## config.mk

```make
export PLATFORM = sky130hd
export DESIGN_NAME = snoop_loader
export DESIGN_NICKNAME = d
export VERILOG_FILES = /design/src/rtl/snoop_pkg.sv /design/src/rtl/snoop_rd_skid.sv /design/src/rtl/snoop_loader.sv
export SDC_FILE = /design/constraint.sdc
export NUM_CORES = 1
export LEC_CHECK = 0
export BUFFER_PORTS_ARGS = -buffer_cell sky130_fd_sc_hd__buf_2
export CORE_MARGIN = 2
export CORE_UTILIZATION = 40
export CTS_BUF_LIST = sky130_fd_sc_hd__clkbuf_4 sky130_fd_sc_hd__clkbuf_8
export CTS_CLUSTER_DIAMETER = 60
export DETAILED_ROUTE_END_ITERATION = 7
export SLEW_MARGIN = 20
export SYNTH_ARGS = -nofsm -noshare
export SYNTH_HDL_FRONTEND = slang
export SYNTH_SLANG_ARGS = --single-unit
```

## constraint.sdc

```tcl
create_clock -name clk -period 2.57 [get_ports clk]
set_clock_uncertainty 0.05 [all_clocks]
set_input_delay 0.6425 -clock clk [delete_from_list [all_inputs] [get_ports clk]]
set_output_delay 0.6425 -clock clk [all_outputs]
set_load 0.05 [all_outputs]
```

## src/rtl/snoop_pkg.sv

```systemverilog
// snoop_pkg: opcodes, FSM encoding and snoop-port constants shared by snoop_loader.
// SNOOP_LOADER_CHECKSUM_EN adds the WCSUM state that follows the WRITE data.
package snoop_pkg;
  localparam logic [7:0] CMD_WRITE = 8'h01;
  localparam logic [7:0] CMD_READ  = 8'h02;
  localparam logic [7:0] CMD_RUN   = 8'h03;
  localparam logic [7:0] CMD_HALT  = 8'h04;
  localparam logic SNOOPM_WRITE = 1'b0;
  typedef enum logic [3:0] {
    ST_IDLE,
    ST_RUN,
    ST_GET_ADDR,
    ST_GET_CNT,
    ST_WDATA,
`ifdef SNOOP_LOADER_CHECKSUM_EN
    ST_WCSUM,
`endif
    ST_RADDR,
    ST_RWAIT,
    ST_RSEND
  } state_t;
`ifdef SNOOP_LOADER_CHECKSUM_EN
  localparam state_t ST_WR_DONE = ST_WCSUM;
`else
  localparam state_t ST_WR_DONE = ST_IDLE;
`endif
  function automatic logic rd_phase(input state_t s);
    return s inside {ST_RADDR, ST_RWAIT, ST_RSEND};
  endfunction
endpackage

```

## src/rtl/snoop_rd_skid.sv

```systemverilog
// snoop_rd_skid: one-entry holding register presenting the readback byte with out_valid/out_ready.
module snoop_rd_skid (
  input  logic       clk,
  input  logic       reset,
  input  logic       i_load,
  input  logic [7:0] i_data,
  input  logic       i_ready,
  output logic       o_valid,
  output logic [7:0] o_data
);
  logic       r_valid;
  logic [7:0] r_data;
  always_ff @(posedge clk or negedge reset) begin
    if (!reset) begin
      r_valid <= 1'b0;
      r_data  <= '0;
    end else if (i_load) begin
      r_valid <= 1'b1;
      r_data  <= i_data;
    end else if (i_ready) begin
      r_valid <= 1'b0;
    end
  end
  assign o_valid = r_valid;
  assign o_data  = r_data;
endmodule

```

## src/rtl/snoop_loader.sv

```systemverilog
// snoop_loader: byte-serial host loader/monitor that halts, loads, reads back and releases the discus core.
// Define SNOOP_LOADER_CHECKSUM_EN to require a modulo-256 checksum byte after every WRITE.
module snoop_loader
  import snoop_pkg::*;
#(
  parameter int ERR_STICKY = 1
) (
  input  logic       clk,
  input  logic       reset,
  input  logic [7:0] in_data,
  input  logic       in_valid,
  output logic       in_ready,
  output logic [7:0] out_data,
  output logic       out_valid,
  input  logic       out_ready,
  output logic [7:0] snoopa,
  output logic [7:0] snoopd,
  input  logic [7:0] snoopq,
  output logic       snoopm,
  output logic       snoopp,
  output logic       cpu_reset,
  output logic       busy,
  output logic       err
);
  state_t     r_state;
  logic [7:0] r_addr;
  logic [7:0] r_rem;
  logic [7:0] r_snoopa;
  logic [7:0] r_snoopd;
  logic       r_is_read;
  logic       r_snoopm;
  logic       r_snoopp;
  logic       r_cpu_reset;
  logic       r_err;
  logic       w_fire;
  logic       w_load;
  logic       w_take;
  logic       w_csum_bad;
  assign w_fire    = in_valid & in_ready;
  assign w_load    = r_state == ST_RWAIT;
  assign w_take    = (r_state == ST_RSEND) & out_valid & out_ready;
  assign in_ready  = reset & ~rd_phase(r_state);
  assign busy      = ~(r_state inside {ST_IDLE, ST_RUN});
  assign snoopa    = r_snoopa;
  assign snoopd    = r_snoopd;
  assign snoopm    = r_snoopm;
  assign snoopp    = r_snoopp;
  assign cpu_reset = r_cpu_reset;
  assign err       = r_err;
`ifdef SNOOP_LOADER_CHECKSUM_EN
  logic [7:0] r_csum;
  always_ff @(posedge clk or negedge reset) begin
    if (!reset)
      r_csum <= '0;
    else if (w_fire && r_state == ST_GET_ADDR)
      r_csum <= in_data;
    else if (w_fire && (r_state == ST_GET_CNT || r_state == ST_WDATA))
      r_csum <= r_csum + in_data;
  end
  assign w_csum_bad = w_fire && r_state == ST_WCSUM && in_data != r_csum;
`else
  assign w_csum_bad = 1'b0;
`endif
  // r_rem holds transfers left minus one, so a count byte of 0 yields 256 transfers
  always_ff @(posedge clk or negedge reset) begin
    if (!reset) begin
      r_state     <= ST_IDLE;
      r_addr      <= '0;
      r_rem       <= '0;
      r_snoopa    <= '0;
      r_snoopd    <= '0;
      r_is_read   <= 1'b0;
      r_snoopm    <= ~SNOOPM_WRITE;
      r_snoopp    <= 1'b1;
      r_cpu_reset <= 1'b1;
      r_err       <= 1'b0;
    end else begin
      r_snoopm <= ~SNOOPM_WRITE;
      r_err    <= ((ERR_STICKY != 0) & r_err) | w_csum_bad;
      case (r_state)
        ST_IDLE, ST_RUN: begin
          if (w_fire) begin
            if (in_data == CMD_WRITE || in_data == CMD_READ) begin
              r_is_read   <= in_data == CMD_READ;
              r_snoopp    <= 1'b1;
              r_cpu_reset <= 1'b1;
              r_state     <= ST_GET_ADDR;
            end else if (in_data == CMD_RUN) begin
              r_snoopp    <= 1'b0;
              r_cpu_reset <= 1'b0;
              r_state     <= ST_RUN;
            end else if (in_data == CMD_HALT) begin
              r_snoopp    <= 1'b1;
              r_cpu_reset <= 1'b1;
              r_err       <= 1'b0;
              r_state     <= ST_IDLE;
            end else begin
              r_err <= 1'b1;
            end
          end
        end
        ST_GET_ADDR: begin
          if (w_fire) begin
            r_addr  <= in_data;
            r_state <= ST_GET_CNT;
          end
        end
        ST_GET_CNT: begin
          if (w_fire) begin
            r_rem    <= in_data - 8'd1;
            r_snoopa <= r_addr;
            r_state  <= r_is_read ? ST_RADDR : ST_WDATA;
          end
        end
        ST_WDATA: begin
          if (w_fire) begin
            r_snoopa <= r_addr;
            r_snoopd <= in_data;
            r_snoopm <= SNOOPM_WRITE;
            r_addr   <= r_addr + 8'd1;
            r_rem    <= r_rem - 8'd1;
            r_state  <= (r_rem == 8'd0) ? ST_WR_DONE : ST_WDATA;
          end
        end
`ifdef SNOOP_LOADER_CHECKSUM_EN
        ST_WCSUM: begin
          if (w_fire)
            r_state <= ST_IDLE;
        end
`endif
        ST_RADDR: r_state <= ST_RWAIT;
        ST_RWAIT: r_state <= ST_RSEND;
        ST_RSEND: begin
          if (w_take) begin
            r_addr   <= r_addr + 8'd1;
            r_rem    <= r_rem - 8'd1;
            r_snoopa <= r_addr + 8'd1;
            r_state  <= (r_rem == 8'd0) ? ST_IDLE : ST_RADDR;
          end
        end
        default: r_state <= ST_IDLE;
      endcase
    end
  end
  snoop_rd_skid u_skid (
    .clk     (clk),
    .reset   (reset),
    .i_load  (w_load),
    .i_data  (snoopq),
    .i_ready (out_ready),
    .o_valid (out_valid),
    .o_data  (out_data)
  );
endmodule

```

## Word-level counts from Yosys, hierarchy flattened

Index checks and enable logic that the tools add are counted.

| word-level totals | value |
|---|---|
| bits in registers | 49 |
| input bits | 20 |
| output and inout bits | 31 |
| word-level logic and storage cells | 90 |

| operators by class | value |
|---|---|
| add/subtract/negate cells | 3 |
| equal/unequal tests | 18 |
| muxes and demuxes | 30 |
| bitwise operators | 8 |
| reductions and logical operators | 20 |

Operators with widths:

| cell | count |
|---|---|
| two-way mux 8 bit | 7 |
| case mux 8 bit (3 select lines) | 2 |
| two-way mux 4 bit | 8 |
| case mux 4 bit (7 select lines) | 1 |
| equality test 4 x 3 -> 1 bit, second input constant | 4 |
| equality test 8 x 2 -> 1 bit, second input constant | 2 |
| case mux 8 bit (2 select lines) | 1 |
| subtractor 8 x 1 -> 8 bit, second input constant | 2 |
| AND reduction 4 bit | 3 |
| nonzero test 3 bit | 4 |
| inequality test 2 bit, second input constant | 5 |
| two-way mux 1 bit | 9 |
| AND reduction 3 bit | 3 |
| adder 8 x 1 -> 8 bit, second input constant | 1 |
| equality test 4 x 2 -> 1 bit, second input constant | 2 |
| equality test 8 x 1 -> 1 bit, second input constant | 1 |
| equality test 8 x 3 -> 1 bit, second input constant | 1 |
| logical NOT 8 bit | 1 |
| two-way mux 3 bit | 2 |
| AND reduction 6 bit | 1 |
| nonzero test 2 bit | 3 |
| bitwise AND 1 bit | 4 |
| equality test 4 x 1 -> 1 bit, second input constant | 1 |
| logical NOT 4 bit | 1 |
| 6 further kinds | 10 |

## Logic depth before layout (Yosys ltp)

Gate-level depths: netlist of the first run.

| logic depth | value |
|---|---|
| depth in word-level cells | 7 |
| mapped depth | 7 |
| mapped depth without buffers | 7 |

## Modules after synthesis

From an unflattened synthesis of the first run, not the netlist that was laid out.

| unflattened totals | value |
|---|---|
| cell total of the unflattened synthesis | 281 |
| area, all modules | 2686.3 µm² |

Modules (own cells, without submodules):

| module | times used | cells each | area each (µm²) | seq. area each (µm²) |
|---|---|---|---|---|
| snoop_loader | 1 | 261 | 2317.2 | 978.4 |
| snoop_rd_skid | 1 | 20 | 369.1 | 225.2 |

## Worst setup path before layout of the first run

OpenSTA, ideal clock, no wires.

| timing path | value |
|---|---|
| path type | input to register |
| start point | input in_data[2] |
| end point | register r_rem[7] |
| library setup time | 118 ps |
| arrival time | 1895 ps |
| required time | 2402 ps |
| path slack | 507 ps |
| cell stages on the path | 6 |
| buffers on the path | 1 |
| cell sequence | buf_2 -> or4_4 -> nor4_2 -> xnor2_1 -> o22ai_1 -> a21o_1 |

| between the ends | value |
|---|---|
| longest elaborated chain between the ends | 3 |

Ends and longest elaborated chain:

| element | line | RTL |
|---|---|---|
| from (decl) | snoop_loader.sv:10 | `input logic [7:0] in_data,` |
| subtractor 8 x 1 -> 8 bit | snoop_loader.sv:110 | `r_rem <= in_data - 8'd1;` |
| two-way mux 8 bit | snoop_loader.sv:109 | `if (w_fire) begin` |
| case mux 8 bit (3 select lines) | snoop_loader.sv:80 | `case (r_state)` |
| to (signal assigned) | snoop_loader.sv:110 |  |
| to (signal assigned) | snoop_loader.sv:121 | `r_rem <= r_rem - 8'd1;` |
| to (signal assigned) | snoop_loader.sv:136 | `r_rem <= r_rem - 8'd1;` |
| to (decl) | snoop_loader.sv:27 | `logic [7:0] r_rem;` |

No other way between the ends. The select of a mux whose other input is x is not followed.
A chain may end at the register's enable or synchronous reset.

## Worst setup path after layout of the first run

| timing path | value |
|---|---|
| start point | register r_state[1] |
| end point | output in_ready |

| between the ends | value |
|---|---|
| longest elaborated chain between the ends | 4 |
| elaborated cells on any way between the ends | 6 |
| those cells by class | eq/ne (3); bitwise (2); reduce/logical (1) |

Ends and longest elaborated chain:

| element | line | RTL |
|---|---|---|
| from (decl) | snoop_loader.sv:25 | `state_t r_state;` |
| from (signal assigned) | snoop_loader.sv:112 | `r_state <= r_is_read ? ST_RADDR : ST_WDATA;` |
| from (signal assigned) | snoop_loader.sv:122 | `r_state <= (r_rem == 8'd0) ? ST_WR_DONE : ST_WDATA;` |
| from (signal assigned) | snoop_loader.sv:138 | `r_state <= (r_rem == 8'd0) ? ST_IDLE : ST_RADDR;` |
| equality test 4 x 3 -> 1 bit | snoop_pkg.sv:28 | `return s inside {ST_RADDR, ST_RWAIT, ST_RSEND};` |
| nonzero test 3 bit (*) | snoop_pkg.sv:28 |  |
| NOT 1 bit (*) | snoop_loader.sv:42 | `assign in_ready = reset & ~rd_phase(r_state);` |
| bitwise AND 1 bit (*) | snoop_loader.sv:42 |  |
| to (decl) | snoop_loader.sv:12 | `output logic in_ready,` |

Every way passes the cells marked *; elsewhere a longest branch is shown, timed or not.

==> results.yml, run 1 <==
outcome:
  status: "complete, no violations"
final_layout:
  diodes: 0
  layout-drive-gt1-share_pct: 22.8
  area_growth_pct: 16.1
  postLayoutCoreUtil_pct: 48.5
  finalInstanceArea_sq_um: 3120
  fin_nets: 359
timing:
  finalHoldViolCount: 0
  period_share_pct: 89.8
  rsz0062_at_grt: "false"
  setup_violations: 0
  relSlewSlack_pct: 54.5
  post-route-min-period_ns: 2.31
  whs_ns: 0.0839
  setup_tns_ns: 0
  finalMaxSlewViolations: 0
  fmax_mhz: 433
  setup_ws_ns: 0.263
  max_slew.worst_pin.slew_ns: 0.677
routing:
  viasPerCell: 5.46
  ant_nets: 0
  dr.pass1.iters: 4
  drt-wirelength-per-cell_um: 14.8
  wl_mm: 6.06
  vias: 2239
  drc: 0
  drt_iter0_drc: 89
synth:
  synth_async_sr_flop_share_pct: 100
  synth_cell_types: 49
  synthFlopType: "dfrtp_1"
  synth-seq-area-share_pct: 44.8
  syn_avg_cell_area_sq_um: 9.45
  synth_edf_count: 0
  synthCells: 284
  yosys_warnings: 0
  synth-seq-cells: 48
  syn-num-nets: 311
  synth_area_sq_um: 2690
die:
  die-area_sq_um: 7380
  die_w_um: 85.9
  start_util_pct: 41.8
  rows: 29
  design.portCount: 51
  dieHeight_um: 85.9
  core_area_sq_um: 6420
grt:
  grt_pass1_wl_mm: 10.3
  grt_usage_pct: 17.4
  grt_max_degree: 32
  antenna_found_initial: 0
  overflow: 0
  grt_pass1_vias: 2128
clock_tree:
  numClockSinks: 48
  cts_max_level: 2
  cts_tree: "done"
  clk_pin_slew_ns: 0.09
  clk_latency_ns: 0.31
  cts_resized: 0
  cts-hold-fix-buffers: 0
  post-cts-setup-buffers: 0
  cts_root_buffer: "clkbuf_8"
  cts_buffer_depth: 2
  cts_buffers: 5
setup_path:
  worst_setup_path_end_kind: "output port"
  cp.arrival_ns: 1.61
  required_ns: 1.88
  cpMaxStageDelayCell: "dfrtp_1"
  cp_max_fo: 9
  cp_num_buf_inv: 2
  ff2ff_setup_slack_ns: 0.50
  crit_type: "flip-flop to output port"
  slowest_delay_ns: 0.50
  worstSetupStartpointType: "flip-flop"
  path_cells: "buf_4, o21ai_0, and2_1, buf_2"
  critPathTopFamily: "flip-flops"
hold_path:
  min_path_type: "primary input to asynchronous set/reset pin"
pwr:
  leakage_nw: 1.38
  ir_drop_mv: 0.548
  powerDensity_nw_per_um2: 1240
placement:
  place_ws_ns: 0.295
  port_buffers: 50
  place_congestion: 0.810
  hpwl_mm: 4.57
  dpl_cell_area_sq_um: 3020
run:
  max_cap_viol_count: 0
[cell usage in the layout (no fill, tap or decap), types with 2 or more instances in the layout]
cell type / count
nor4_2: 2
buf_4: 5
a22oi_1: 4
and3_1: 5
o221ai_1: 2
inv_2: 2
nor3_1: 8
or4_4: 2
nor4_1: 3
o31ai_1: 3
clkbuf_8: 6
ha_1: 7
nand4_1: 5
a31o_1: 2
nand2_1: 26
mux2_2: 2
inv_1: 14
mux2i_1: 3
a21oi_1: 22
dfrtp_1: 46
o21ai_0: 7
o2bb2ai_1: 2
a22o_1: 2
xnor2_1: 10
o21ai_1: 9
o22ai_1: 3
mux2_1: 15
nand3_1: 10
or4_1: 2
or3_1: 2
xor2_1: 4
nand2b_1: 2
and2_1: 3
dfstp_2: 2
nor2_1: 25
buf_2: 50
[cells by family after synthesis]
| family | synth area share (%) |
|---|---|
| AO/OA/AOI/OAI | 14.4 |
| XOR/XNOR | 4.57 |
| adder cells (fa/ha/maj) | 3.26 |
| buffers and inverters | 4.94 |
| flip-flops | 44.8 |
| multiplexers | 8.25 |
| AND/OR/NAND/NOR | 19.8 |
[metrics by stage]
step / total power [mW] / std cells
2_1_floorplan: 2.91 / 284
3_3_place_gp: 3.39 / 402
5_1_grt: 4.15 / 410
6_report: 3.87 / 410
4_1_cts: 3.91 / 410
3_5_place_dp: 3.42 / 402
[sequential cells by signal, indices dropped and copies added (netlist names)]
signal          cells
cpu_reset           1
snoopd              8
err                 1
snoopm              1
u_skid.o_data       8
u_skid.o_valid      1
r_state             3
r_addr              8
snoopa              8
r_is_read           1
r_rem               8
[final timing paths]
kind                             startpoint               end  cells after the start
min in group clk           u_skid.o_data[3]  u_skid.o_data[3]                      1
max                              r_state[1]          in_ready                      4
min                                   reset        r_state[1]                      1
max reg2reg                        r_rem[0]        r_state[0]                      7
min reg2reg                u_skid.o_data[3]  u_skid.o_data[3]                      1
max in group asynchronous             reset            snoopm                      2
[metal layers]
metal | vias up | GRT usage, % | routed length [um]
met4 | 0 | 5.34 | 58
met2 | 45 | 27.8 | 2910
met5 | - | 0 | 0
li1 | 1112 | - | -
met3 | 5 | 3.18 | 194
met1 | 1077 | 24.0 | 2890
[area by class of cell]
type,instances,area (sq um)
Timing Repair Buffer,56,308
Clock inverter,2,13.8
Sequential cell,48,1200
Inverter,16,60.1
Tap cell,77,96.3
Fill cell,602,3310
Multi-Input combinational cell,205,1350
Clock buffer,6,82.6
[cell usage after synthesis (2+ instances only)]
library cell   n  area share, %
a21oi_1       22            4.1
a22o_1         2           0.65
a22oi_1        4            1.1
a31o_1         2           0.65
and2_1         3           0.70
and3_1         5            1.2
buf_2          4           0.75
clkbuf_1       9            1.3
dfrtp_1       46             43
dfstp_2        2            2.0
ha_1           7            3.3
inv_1         14            2.0
inv_2          2           0.28
mux2_1        15            6.3
mux2_2         2           0.84
mux2i_1        3            1.1
nand2_1       26            3.6
nand2b_1       2           0.47
nand3_1       10            1.9
nand4_1        5            1.2
nor2_1        25            3.5
nor3_1         8            1.5
nor4_1         3           0.70
nor4_2         2           0.93
o21ai_0        7            1.3
o21ai_1       10            1.9
o221ai_1       2           0.65
o22ai_1        3           0.70
o2bb2ai_1      2           0.65
o31ai_1        3           0.84
or3_1          2           0.47
or4_1          2           0.56
or4_4          2           0.84
xnor2_1       10            3.3
xor2_1         4            1.3
[worst reg2reg max path: stages (launching register included)]
cell	delay, ns
dfrtp_1	0.42
inv_1	0.07
ha_1	0.17
or3b_1	0.41
nor4_1	0.40
nand2_1	0.14
o221ai_1	0.18
a31oi_1	0.11
[power breakdown]
part / internal, mW / total (mW) / switching [mW]
combinational: 0.613 / 2.00 / 1.39
clock: 0.220 / 0.487 / 0.266
sequential: 1.09 / 1.38 / 0.296
Note: power is estimated with default switching activity, not from simulation.
==> run 2: changes to the inputs <==
Settings changed: BUFFER_PORTS_ARGS -buffer_cell sky130_fd_sc_hd__buf_2 to -buffer_cell sky130_fd_sc_hd__buf_4.
==> results.yml, run 2 (synthesized netlist as in run 1, its figures left out) <==
die:
  start_util_pct: 41.8
  die-area_sq_um: 7380
  dieHeight_um: 85.9
  die_w_um: 85.9
  core_area_sq_um: 6420
  design.portCount: 51
  rows: 29
pwr:
  combPwrFrac_pct: 51.4
  ir_drop_mv: 0.783
  leakage_nw: 1.44
  seqPwrFrac_pct: 34.1
  power.switching_mw: 1.97
  powerDensity_nw_per_um2: 1260
  p_sw_share_pct: 47.5
  p_clk_share_pct: 14.5
  internal-power_mw: 2.17
grt:
  grt_max_degree: 50
  antenna_found_initial: 0
  overflow: 0
  grt_usage_pct: 17.8
  grt_pass1_wl_mm: 10.5
  grt_pass1_vias: 2171
run:
  max_cap_viol_count: 0
routing:
  wl_mm: 6.29
  ant_nets: 0
  vias: 2242
  viasPerCell: 5.44
  drt_iter0_drc: 123
  dr.pass1.iters: 4
  drt-wirelength-per-cell_um: 15.3
  drc: 0
timing:
  relSlewSlack_pct: 57.0
  setup_violations: 0
  finalMaxSlewViolations: 0
  max_slew.worst_pin.slew_ns: 0.640
  fmax_mhz: 444
  rsz0062_at_grt: "false"
  period_share_pct: 87.7
  finalHoldViolCount: 0
  setup_ws_ns: 0.317
  whs_ns: 0.0703
  post-route-min-period_ns: 2.25
  setup_tns_ns: 0
clock_tree:
  cts_resized: 0
  cts_max_level: 2
  numClockSinks: 48
  cts_buffers: 5
  clk_pin_slew_ns: 0.09
  cts_buffer_depth: 2
  cts_root_buffer: "clkbuf_8"
  post-cts-setup-buffers: 0
  cts-hold-fix-buffers: 0
  cts_tree: "done"
  clk_latency_ns: 0.30
setup_path:
  worst_setup_path_end_kind: "output port"
  cp.arrival_ns: 1.56
  cp_max_fo: 14
  worstSetupStartpointType: "flip-flop"
  required_ns: 1.88
  crit_type: "flip-flop to output port"
final_layout:
  layoutNonFillerInstCount: 412
  final_common_cell: "buf_4"
  layout-drive-gt1-share_pct: 23.3
  postLayoutCoreUtil_pct: 51.0
  diodes: 0
  area_growth_pct: 21.9
  fin_nets: 361
  mostFrequentLayoutCells: "buf_4, dfrtp_1, nand2_1"
placement:
  place_ws_ns: 0.314
  dp.cells: 404
  port_buffers: 50
  place_congestion: 0.845
  hpwl_mm: 4.56
outcome:
  status: "complete, no violations"
hold_path:
  min_path_type: "primary input to asynchronous set/reset pin"
## run 2: changes by cell type in the layout (fill, tap and decap cells not counted)
cell	previous run	this run
inv_6	1	0
buf_12	1	0
bufinv_16	0	1
buf_4	5	58
clkinv_2	1	0
clkbuf_8	6	7
buf_2	50	0
## run 2: area by class of cell
| class | instances | area (sq um) |
|---|---|---|
| Fill cell | 618 | 3150 |
| Multi-Input combinational cell | 205 | 1350 |
| Sequential cell | 48 | 1200 |
| Timing Repair Buffer | 58 | 435 |
| Clock buffer | 7 | 96.3 |
| Tap cell | 77 | 96.3 |
| Inverter | 16 | 60.1 |
| Clock inverter | 1 | 30.0 |
## run 2: stage by stage
stage / area [sq um] / power, mW
finish: 3270 / 4.14
global route: 3270 / 4.40
CTS: 3270 / 4.17
detailed placement: 3150 / 3.56
global placement: 3150 / 3.53
floorplan: 2690 / 2.91
## run 2: final timing paths
check | start | to | slack (ns) | cells past startpoint
min in group clk | snoopd[6] | snoopd[6] | 0.44 | 1
max in group asynchronous | reset | r_addr[7] | 1.61 | 2
hold reg to reg | snoopd[6] | snoopd[6] | 0.44 | 1
setup / recovery | r_state[0] | in_ready | 0.32 | 3
hold / removal | reset | r_state[1] | 0.07 | 1
setup reg to reg | r_rem[0] | r_state[0] | 0.44 | 7
## run 2: worst max-delay path: stages, from the launching register on
cell	delay, ns
dfrtp_1	0.68
o21ai_0	0.20
and2_1	0.19
buf_4	0.18
## run 2: routing by layer
| metal | global-route usage (%) | routed length, um | vias up |
|---|---|---|---|
| met5 | 0 | 0 | - |
| met4 | 4.91 | 72 | 0 |
| met3 | 3.56 | 233 | 9 |
| met2 | 28.8 | 2990 | 39 |
| met1 | 24.4 | 3000 | 1082 |
| li1 | - | - | 1112 |
## run 2: power by group through the flow
stage	combinational [mW]	sequential, mW	clock, mW
2_1_floorplan	0.914	1.99	0
3_3_place_gp	2.12	1.42	0
3_5_place_dp	2.13	1.43	0
4_1_cts	2.14	1.41	0.617
5_1_grt	2.29	1.47	0.641
6_report	2.13	1.41	0.601
==> run 3: changes to the inputs <==
Settings changed: CORE_ASPECT_RATIO set to 0.6, CORE_UTILIZATION 40 to 57, PLACE_DENSITY set to 0.82.
==> results.yml, run 3 (synthesized netlist as in run 1, its figures left out) <==
timing:
  setup_violations: 0
  max_slew.worst_pin.slew_ns: 0.676
  fmax_mhz: 437
  relSlewSlack_pct: 54.6
  setup_tns_ns: 0
  finalMaxSlewViolations: 0
  period_share_pct: 89.0
  finalHoldViolCount: 0
  post-route-min-period_ns: 2.29
  rsz0062_at_grt: "false"
pwr:
  combPwrFrac_pct: 51.8
  p_sw_share_pct: 48.6
  internal-power_mw: 2.09
  power_mw: 4.07
  seqPwrFrac_pct: 34.9
  powerDensity_nw_per_um2: 1270
  power.switching_mw: 1.98
  ir_drop_mv: 0.870
  p_clk_share_pct: 13.4
  leakage_nw: 1.41
setup_path:
  worst_setup_path_end_kind: "output port"
  ff2ff_setup_slack_ns: 0.42
  worstSetupStartpointType: "flip-flop"
  slowest_delay_ns: 0.69
  path_cells: "o21ai_0, and2_1, buf_4"
  cpMaxStageDelayCell: "dfrtp_1"
  reg2reg_from: "r_state[0]"
  crit_type: "flip-flop to output port"
  cp_num_buf_inv: 1
  critPathTopFamily: "flip-flops"
  r2r_cells: 6
  cp.arrival_ns: 1.59
  r2r_end: "snoopa[5]"
  cp_max_fo: 14
  required_ns: 1.88
grt:
  antenna_found_initial: 0
  grt_max_degree: 51
  grt_pass1_vias: 2213
  grt_usage_pct: 25.5
  overflow: 0
  grt_pass1_wl_mm: 10.5
placement:
  hpwl_mm: 4.58
  port_buffers: 50
  dp.cells: 386
  place_congestion: 0.889
final_layout:
  diodes: 0
  layout-drive-gt1-share_pct: 22.4
  fillers: 345
  area_growth_pct: 19.6
  layoutNonFillerInstCount: 394
  fin_nets: 357
  mostFrequentLayoutCells: "buf_4, dfrtp_1, nand2_1"
  final_common_cell: "buf_4"
clock_tree:
  cts_root_buffer: "clkbuf_8"
  cts-hold-fix-buffers: 0
  cts_max_level: 2
  cts_buffers: 5
  cts_tree: "done"
  numClockSinks: 48
  post-cts-setup-buffers: 0
  clk_latency_ns: 0.31
  cts_buffer_depth: 2
  cts_resized: 0
  clk_pin_slew_ns: 0.09
run:
  max_cap_viol_count: 0
outcome:
  status: "complete, no violations"
routing:
  ant_nets: 0
  drt_iter0_drc: 151
  drt-wirelength-per-cell_um: 15.8
  drc: 0
  wl_mm: 6.22
  vias: 2325
  dr.pass1.iters: 6
  viasPerCell: 5.90
die:
  start_util_pct: 59.1
  die-area_sq_um: 5290
  die_w_um: 92.6
  rows: 19
  core_area_sq_um: 4540
  dieHeight_um: 57.2
  design.portCount: 51
hold_path:
  min_path_type: "primary input to asynchronous set/reset pin"
==> run 3: cell count changes in the layout (fill, tap and decap cells not counted), sizes merged <==
cell | before | now
clkinvlp | 0 | 1
buf | 58 | 54
clkbuf | 7 | 5
clkinv | 0 | 1
==> run 3: final cells by class <==
class / count / area, sq um / area share, %
repair buffers: 54 / 405 / 12.6
clock buffers: 5 / 68.8 / 2.14
clock inverters: 3 / 42.5 / 1.32
multi-input cells: 205 / 1350 / 42.1
well taps: 63 / 78.8 / 2.45
flip-flops and latches: 48 / 1200 / 37.5
inverters: 16 / 60.1 / 1.87
==> run 3: routing by layer <==
metal | GRT usage, % | routed length, um
met5 | 0 | 0
met2 | 36.7 | 2720
met4 | 5.54 | 89
met3 | 8.98 | 466
met1 | 37.6 | 2950
==> run 3: how the worst max path moves through the flow <==
stage / cells past startpoint / end / slack, ns / start
after CTS: 3 / in_ready / 0.32 / r_state[0]
final: 3 / in_ready / 0.28 / r_state[0]
after global routing: 3 / in_ready / 0.21 / r_state[0]
after floorplan: 6 / r_rem[7] / 0.51 / in_data[2]
after global placement: 5 / cpu_reset / 0.36 / in_data[5]
after detailed placement: 5 / cpu_reset / 0.31 / in_data[5]
==> run 3: worst register-to-register path, delay by kind of cell (launching register included) <==
kind            cells  cell delay (ns)
simple gates        2             0.55
buf+inv             1             0.32
compound gates      3             0.58
flops               1             0.58
==> run 3: metrics by stage <==
| step | util (%) | hold WS, ns | area (sq um) | setup slack, ns |
|---|---|---|---|---|
| after global placement | 68.3 | 0.402 | 3100 | 0.364 |
| final | 70.7 | 0.0703 | 3210 | 0.283 |
| after CTS | 70.7 | 0.0694 | 3210 | 0.316 |
| after global routing | 70.7 | 0.0548 | 3210 | 0.207 |
| after detailed placement | 68.3 | 0.402 | 3100 | 0.311 |
| after floorplan | - | 0.297 | 2690 | 0.507 |
==> run 3: power by group through the flow <==
stage | clock [mW] | combinational (mW) | sequential [mW]
global route | 0.592 | 2.26 | 1.47
floorplan | 0 | 0.914 | 1.99
CTS | 0.554 | 2.11 | 1.41
global placement | 0 | 2.07 | 1.40
detailed placement | 0 | 2.10 | 1.43
finish | 0.546 | 2.11 | 1.42
